[config.mk]
export PLATFORM = sky130hd
export DESIGN_NAME = restoring_div_ctrl
export DESIGN_NICKNAME = d
export VERILOG_FILES = /design/src/rtl/div_pkg.sv /design/src/rtl/addsub_unit.sv /design/src/rtl/restoring_div_ctrl.sv
export SDC_FILE = /design/constraint.sdc
export NUM_CORES = 1
export LEC_CHECK = 0
export CAP_MARGIN = 20
export CELL_PAD_IN_SITES_DETAIL_PLACEMENT = 2
export CELL_PAD_IN_SITES_GLOBAL_PLACEMENT = 2
export CORE_ASPECT_RATIO = 2
export CORE_UTILIZATION = 41
export DETAILED_ROUTE_END_ITERATION = 8
export DONT_BUFFER_PORTS = 1
export PLACE_DENSITY = 0.87
export SETUP_SLACK_MARGIN = 0.2
export SLEW_MARGIN = 20
export SYNTH_ARGS = -nofsm -noshare
export SYNTH_HDL_FRONTEND = slang
export SYNTH_HIERARCHICAL = 1
export SYNTH_SLANG_ARGS = --single-unit
[constraint.sdc]
create_clock -name clk -period 7.2 [get_ports clk]
set_input_delay 1.8 -clock clk [delete_from_list [all_inputs] [get_ports clk]]
set_output_delay 1.8 -clock clk [all_outputs]
set_load 0.01 [all_outputs]
[src/rtl/div_pkg.sv]
// Shared types and constants for the restoring divider and its add/sub datapath.
package div_pkg;

    typedef enum logic [1:0] {
        IDLE = 2'd0,
        ITER = 2'd1,
        DONE = 2'd2
    } state_t;

    localparam int DIV_W = 4;

    // Ceiling log2; the controller sizes its iteration counter with clog2(W+1).
    function automatic int clog2(input int value);
        int result;
        result = 0;
        while ((1 << result) < value) begin
            result = result + 1;
        end
        return result;
    endfunction

endpackage

[src/rtl/addsub_unit.sv]
// Ripple-carry adder/subtractor: sum = a + (b ^ {N{k}}) + k, cout is the carry out of the top bit.
module addsub_unit #(
    parameter int N = 5
) (
    input  logic [N-1:0] a,
    input  logic [N-1:0] b,
    input  logic         k,
    output logic [N-1:0] sum,
    output logic         cout
);

    logic [N:0] carry;

    assign carry[0] = k;

    for (genvar gi = 0; gi < N; gi++) begin : g_bit
        logic bx;
        assign bx            = b[gi] ^ k;
        assign sum[gi]       = a[gi] ^ bx ^ carry[gi];
        assign carry[gi + 1] = (a[gi] & bx) | (carry[gi] & (a[gi] ^ bx));
    end

    assign cout = carry[N];

endmodule

[src/rtl/restoring_div_ctrl.sv]
// Unsigned restoring divider: one quotient bit per clock through a shared add/sub unit
// held in subtract mode. Results are registered on entry to DONE and held until the next one.
module restoring_div_ctrl
    import div_pkg::*;
#(
    parameter int W = DIV_W
) (
    input  logic         clk,
    input  logic         rst,
    input  logic         start,
    input  logic [W-1:0] dividend,
    input  logic [W-1:0] divisor,
    output logic         busy,
    output logic         done,
    output logic [W-1:0] quotient,
    output logic [W-1:0] remainder,
    output logic         div_by_zero
);

    localparam int CW = clog2(W + 1);

    state_t        state_reg;
    state_t        state_next;

    logic [W:0]    r_reg;
    logic [W-1:0]  q_reg;
    logic [W-1:0]  d_reg;
    logic [CW-1:0] cnt_reg;

    logic [W-1:0]  quotient_reg;
    logic [W-1:0]  remainder_reg;
    logic          div_by_zero_reg;

    logic [2*W:0]  rq_shift;
    logic [W:0]    rs;
    logic [W-1:0]  qs;
    logic [W:0]    trial;
    logic          no_borrow;
    logic [W:0]    r_next;
    logic [W-1:0]  q_next;

    logic          accept;
    logic          last_iter;

    // {R,Q} << 1; R's top bit is always zero between iterations so dropping it loses nothing.
    assign rq_shift = {r_reg, q_reg} << 1;
    assign rs       = rq_shift[2*W:W];
    assign qs       = rq_shift[W-1:0];

    addsub_unit #(
        .N(W + 1)
    ) u_addsub (
        .a   (rs),
        .b   ({1'b0, d_reg}),
        .k   (1'b1),
        .sum (trial),
        .cout(no_borrow)
    );

    always_comb begin
        r_next = no_borrow ? trial : rs;
        q_next = qs | W'(no_borrow);
    end

    assign accept    = start && (state_reg != ITER);
    assign last_iter = (state_reg == ITER) && (cnt_reg == CW'(1));

    // State register.
    always_ff @(posedge clk) begin
        if (rst) begin
            state_reg <= IDLE;
        end else begin
            state_reg <= state_next;
        end
    end

    // Next-state logic.
    always_comb begin
        state_next = state_reg;
        case (state_reg)
            IDLE: begin
                if (start) begin
                    state_next = (divisor == '0) ? DONE : ITER;
                end
            end
            ITER: begin
                if (cnt_reg == CW'(1)) begin
                    state_next = DONE;
                end
            end
            DONE: begin
                if (start) begin
                    state_next = (divisor == '0) ? DONE : ITER;
                end else begin
                    state_next = IDLE;
                end
            end
            default: state_next = IDLE;
        endcase
    end

    // Output decode.
    always_comb begin
        busy = (state_reg == ITER);
        done = (state_reg == DONE);
    end

    always_ff @(posedge clk) begin
        if (rst) begin
            r_reg           <= '0;
            q_reg           <= '0;
            d_reg           <= '0;
            cnt_reg         <= '0;
            quotient_reg    <= '0;
            remainder_reg   <= '0;
            div_by_zero_reg <= 1'b0;
        end else if (accept) begin
            r_reg   <= '0;
            q_reg   <= dividend;
            d_reg   <= divisor;
            cnt_reg <= CW'(W);
            if (divisor == '0) begin
                quotient_reg    <= '1;
                remainder_reg   <= dividend;
                div_by_zero_reg <= 1'b1;
            end
        end else if (state_reg == ITER) begin
            r_reg   <= r_next;
            q_reg   <= q_next;
            cnt_reg <= cnt_reg - CW'(1);
            // Publish from the final iteration's combinational result so DONE sees it at once.
            if (last_iter) begin
                quotient_reg    <= q_next;
                remainder_reg   <= r_next[W-1:0];
                div_by_zero_reg <= 1'b0;
            end
        end
    end

    assign quotient    = quotient_reg;
    assign remainder   = remainder_reg;
    assign div_by_zero = div_by_zero_reg;

endmodule

==> flow_summary.json <==
{
  "status": "finished, violations left",
  "violations": "DRC",
  "syn-mean-instance-area_um2": 9.20,
  "hpwl_um": 2640,
  "worstSetupEndpointType": "output pin",
  "synth_top_cell_area_share_pct": 37.0,
  "clk_root_buffer_cell": "clkbuf_8",
  "worst_slew_pin_slew_ps": 883,
  "rows": 29,
  "leakage_nw": 0.529,
  "htree_levels": 1,
  "syn-num-nets": 170,
  "syn_inst": 153,
  "pwr-share-comb_pct": 16.8,
  "overflow": 0,
  "irDropWorstVdd_v": 0.000129,
  "clkSlewWorstSetupHoldPaths_ps": 90,
  "cts_tree": "built",
  "fill_cells": 357,
  "synth_cell_types": 35,
  "dieWidth_um": 43.4,
  "drc": 2,
  "cts_setup_buffers": 0,
  "via_count": 1069,
  "synth_area_leaders": "dfxtp_1, fa_1, mux2i_1",
  "internal-power_uw": 223,
  "rsz0062_at_grt": "false",
  "grt_pass1_wl_um": 5940,
  "synth.yosys.warnings": 6,
  "p_per_area_nw_per_um2": 219,
  "finalHoldViolations": 0,
  "p_sw_share_pct": 27.8,
  "fin_crit_sh_pct": 50.3,
  "fin_ws_ps": 3580,
  "final_area_um2": 1410,
  "crit_arrival_ps": 1820,
  "portBuffers": 0,
  "max-cap-violations": 0,
  "wl_um": 3460,
  "grt_max_degree": 31,
  "cts_resized": 0,
  "power_frac_seq_pct": 52.4,
  "path_max_fanout": 29,
  "ant_nets": 0,
  "cts_buffers": 3,
  "hold_class": "register to register",
  "drt_iter0_drc": 13,
  "crit_type": "register to output pin",
  "ff2ff_setup_slack_ps": 4260,
  "fin_worst_skew_ps": 4.23,
  "dieHeight_um": 84.9,
  "dpl_worst_slack_ps": 3900,
  "required_ps": 5400,
  "placed_cell_area_um2": 1350,
  "place_congestion": 0.765,
  "antennaDiodeCount": 0,
  "power_uw": 309,
  "report.final.slew_viol_count": 0,
  "vias_per_cell": 6.14,
  "clockBufferDepth": 2,
  "io_pins": 22,
  "drive_gt1_share_pct": 4.20,
  "synth_area_um2": 1410,
  "fin_crit_ps": 3620,
  "yosysTopAreaCell": "dfxtp_1",
  "initial_core_util_pct": 43.6,
  "p_clk_share_pct": 30.8,
  "finalSetupViolations": 0,
  "layout_common_cells": "dfxtp_1, inv_1, nor2_1",
  "worstSkewPairLatency_ps": 270,
  "seq_area_frac_synth_pct": 37.0,
  "max_freq_ghz": 0.276,
  "firstDrtPassIters": 6,
  "tns_ps": 0,
  "final_nets": 161,
  "layout_commonest_cell": "dfxtp_1",
  "area_growth_syn_to_layout_pct": -0.0888,
  "cp-start-kind": "register",
  "grt_use_total_pct": 21.5,
  "grt_pass1_vias": 1172,
  "maxSlewHeadroom_pct": 41.1,
  "avgRoutedWirePerCell_um": 19.9,
  "antenna_found_initial": 0,
  "switching_power_uw": 85.8,
  "cts.sinks": 26,
  "ctsHoldBuffers": 0,
  "ys_ff_latch": 26,
  "core_area_um2": 3230,
  "die_area_um2": 3690
}
final cells by class:
class | count | area (um^2) | area share, %
tap | 31 | 38.8 | 2.76
multi-input combinational | 98 | 736 | 52.3
inverter | 15 | 56.3 | 4.00
clock buffer | 4 | 55.1 | 3.91
sequential | 26 | 520 | 37.0
cell families (layout without fill, tap and decap cells):
kind of cell               after synthesis  in the layout  share of synthesized area (%)
DFF                                     26             26                           37.0
xor gates and xnor gates                 6              6                           3.73
AOI/OAI and AO/OA                       40             40                           20.9
and+or+nand+nor                         35             35                           13.2
buffers and inverters                   29             19                           10.8
muxes                                    9              9                           6.49
adders and majority gates                6              6                           7.47
other                                    2              2                          0.534
metrics by stage:
stage / cells / utilization (%) / hold WS, ps
after floorplan: 153 / - / 432
after global placement: 170 / 41.8 / 448
after detailed placement: 170 / 41.8 / 469
after CTS: 174 / 43.5 / 485
after global routing: 174 / 43.5 / 507
final: 174 / 43.5 / 489
synthesized netlist by cell type:
library cell	n
a2111oi_0	5
a211oi_1	9
a21boi_0	4
a21oi_1	5
a31oi_1	1
a32oi_1	1
and2_1	1
and2b_1	4
buf_1	1
buf_2	4
buf_4	2
buf_6	4
clkbuf_1	3
conb_1	2
dfxtp_1	26
fa_1	4
ha_1	2
inv_1	15
mux2_2	1
mux2i_1	8
nand2b_1	1
nand3_1	4
nor2_1	15
nor2b_1	1
nor3_1	5
nor4_1	1
o21ai_0	5
o311ai_0	4
o31a_1	2
o41ai_1	4
or3_1	1
or4_4	1
or4bb_1	1
xnor2_1	3
xor2_1	3
routing by layer:
| metal | routed length (um) | GRT usage, % | up-vias |
|---|---|---|---|
| met5 | 0 | 0 | - |
| met4 | 35 | 6.82 | 0 |
| met3 | 109 | 3.62 | 4 |
| met2 | 2000 | 40.5 | 13 |
| met1 | 1320 | 23.0 | 535 |
| li1 | - | - | 517 |
worst paths after layout:
path	startpoint	endpoint	cells after the start
worst min-delay path	state_reg[1]	state_reg[1]	1
worst max register to register	d_reg[0]	r_reg[2]	9
worst max-delay path	state_reg[1]	busy	2
worst min register to register	state_reg[1]	state_reg[1]	1
critical path, stage by stage (launching register included):
cell and delay, ps:
dfxtp_1 340, nand2b_1 420, inv_1 800
power groups by stage:
stage	clock, mW	combinational (mW)	sequential, mW
after floorplan	0	0.0475	0.162
after global placement	0	0.0497	0.164
after detailed placement	0	0.0519	0.165
after CTS	0.0979	0.0530	0.162
after global routing	0.102	0.0594	0.163
final	0.0950	0.0520	0.162
(Power assumes the default switching activity.)
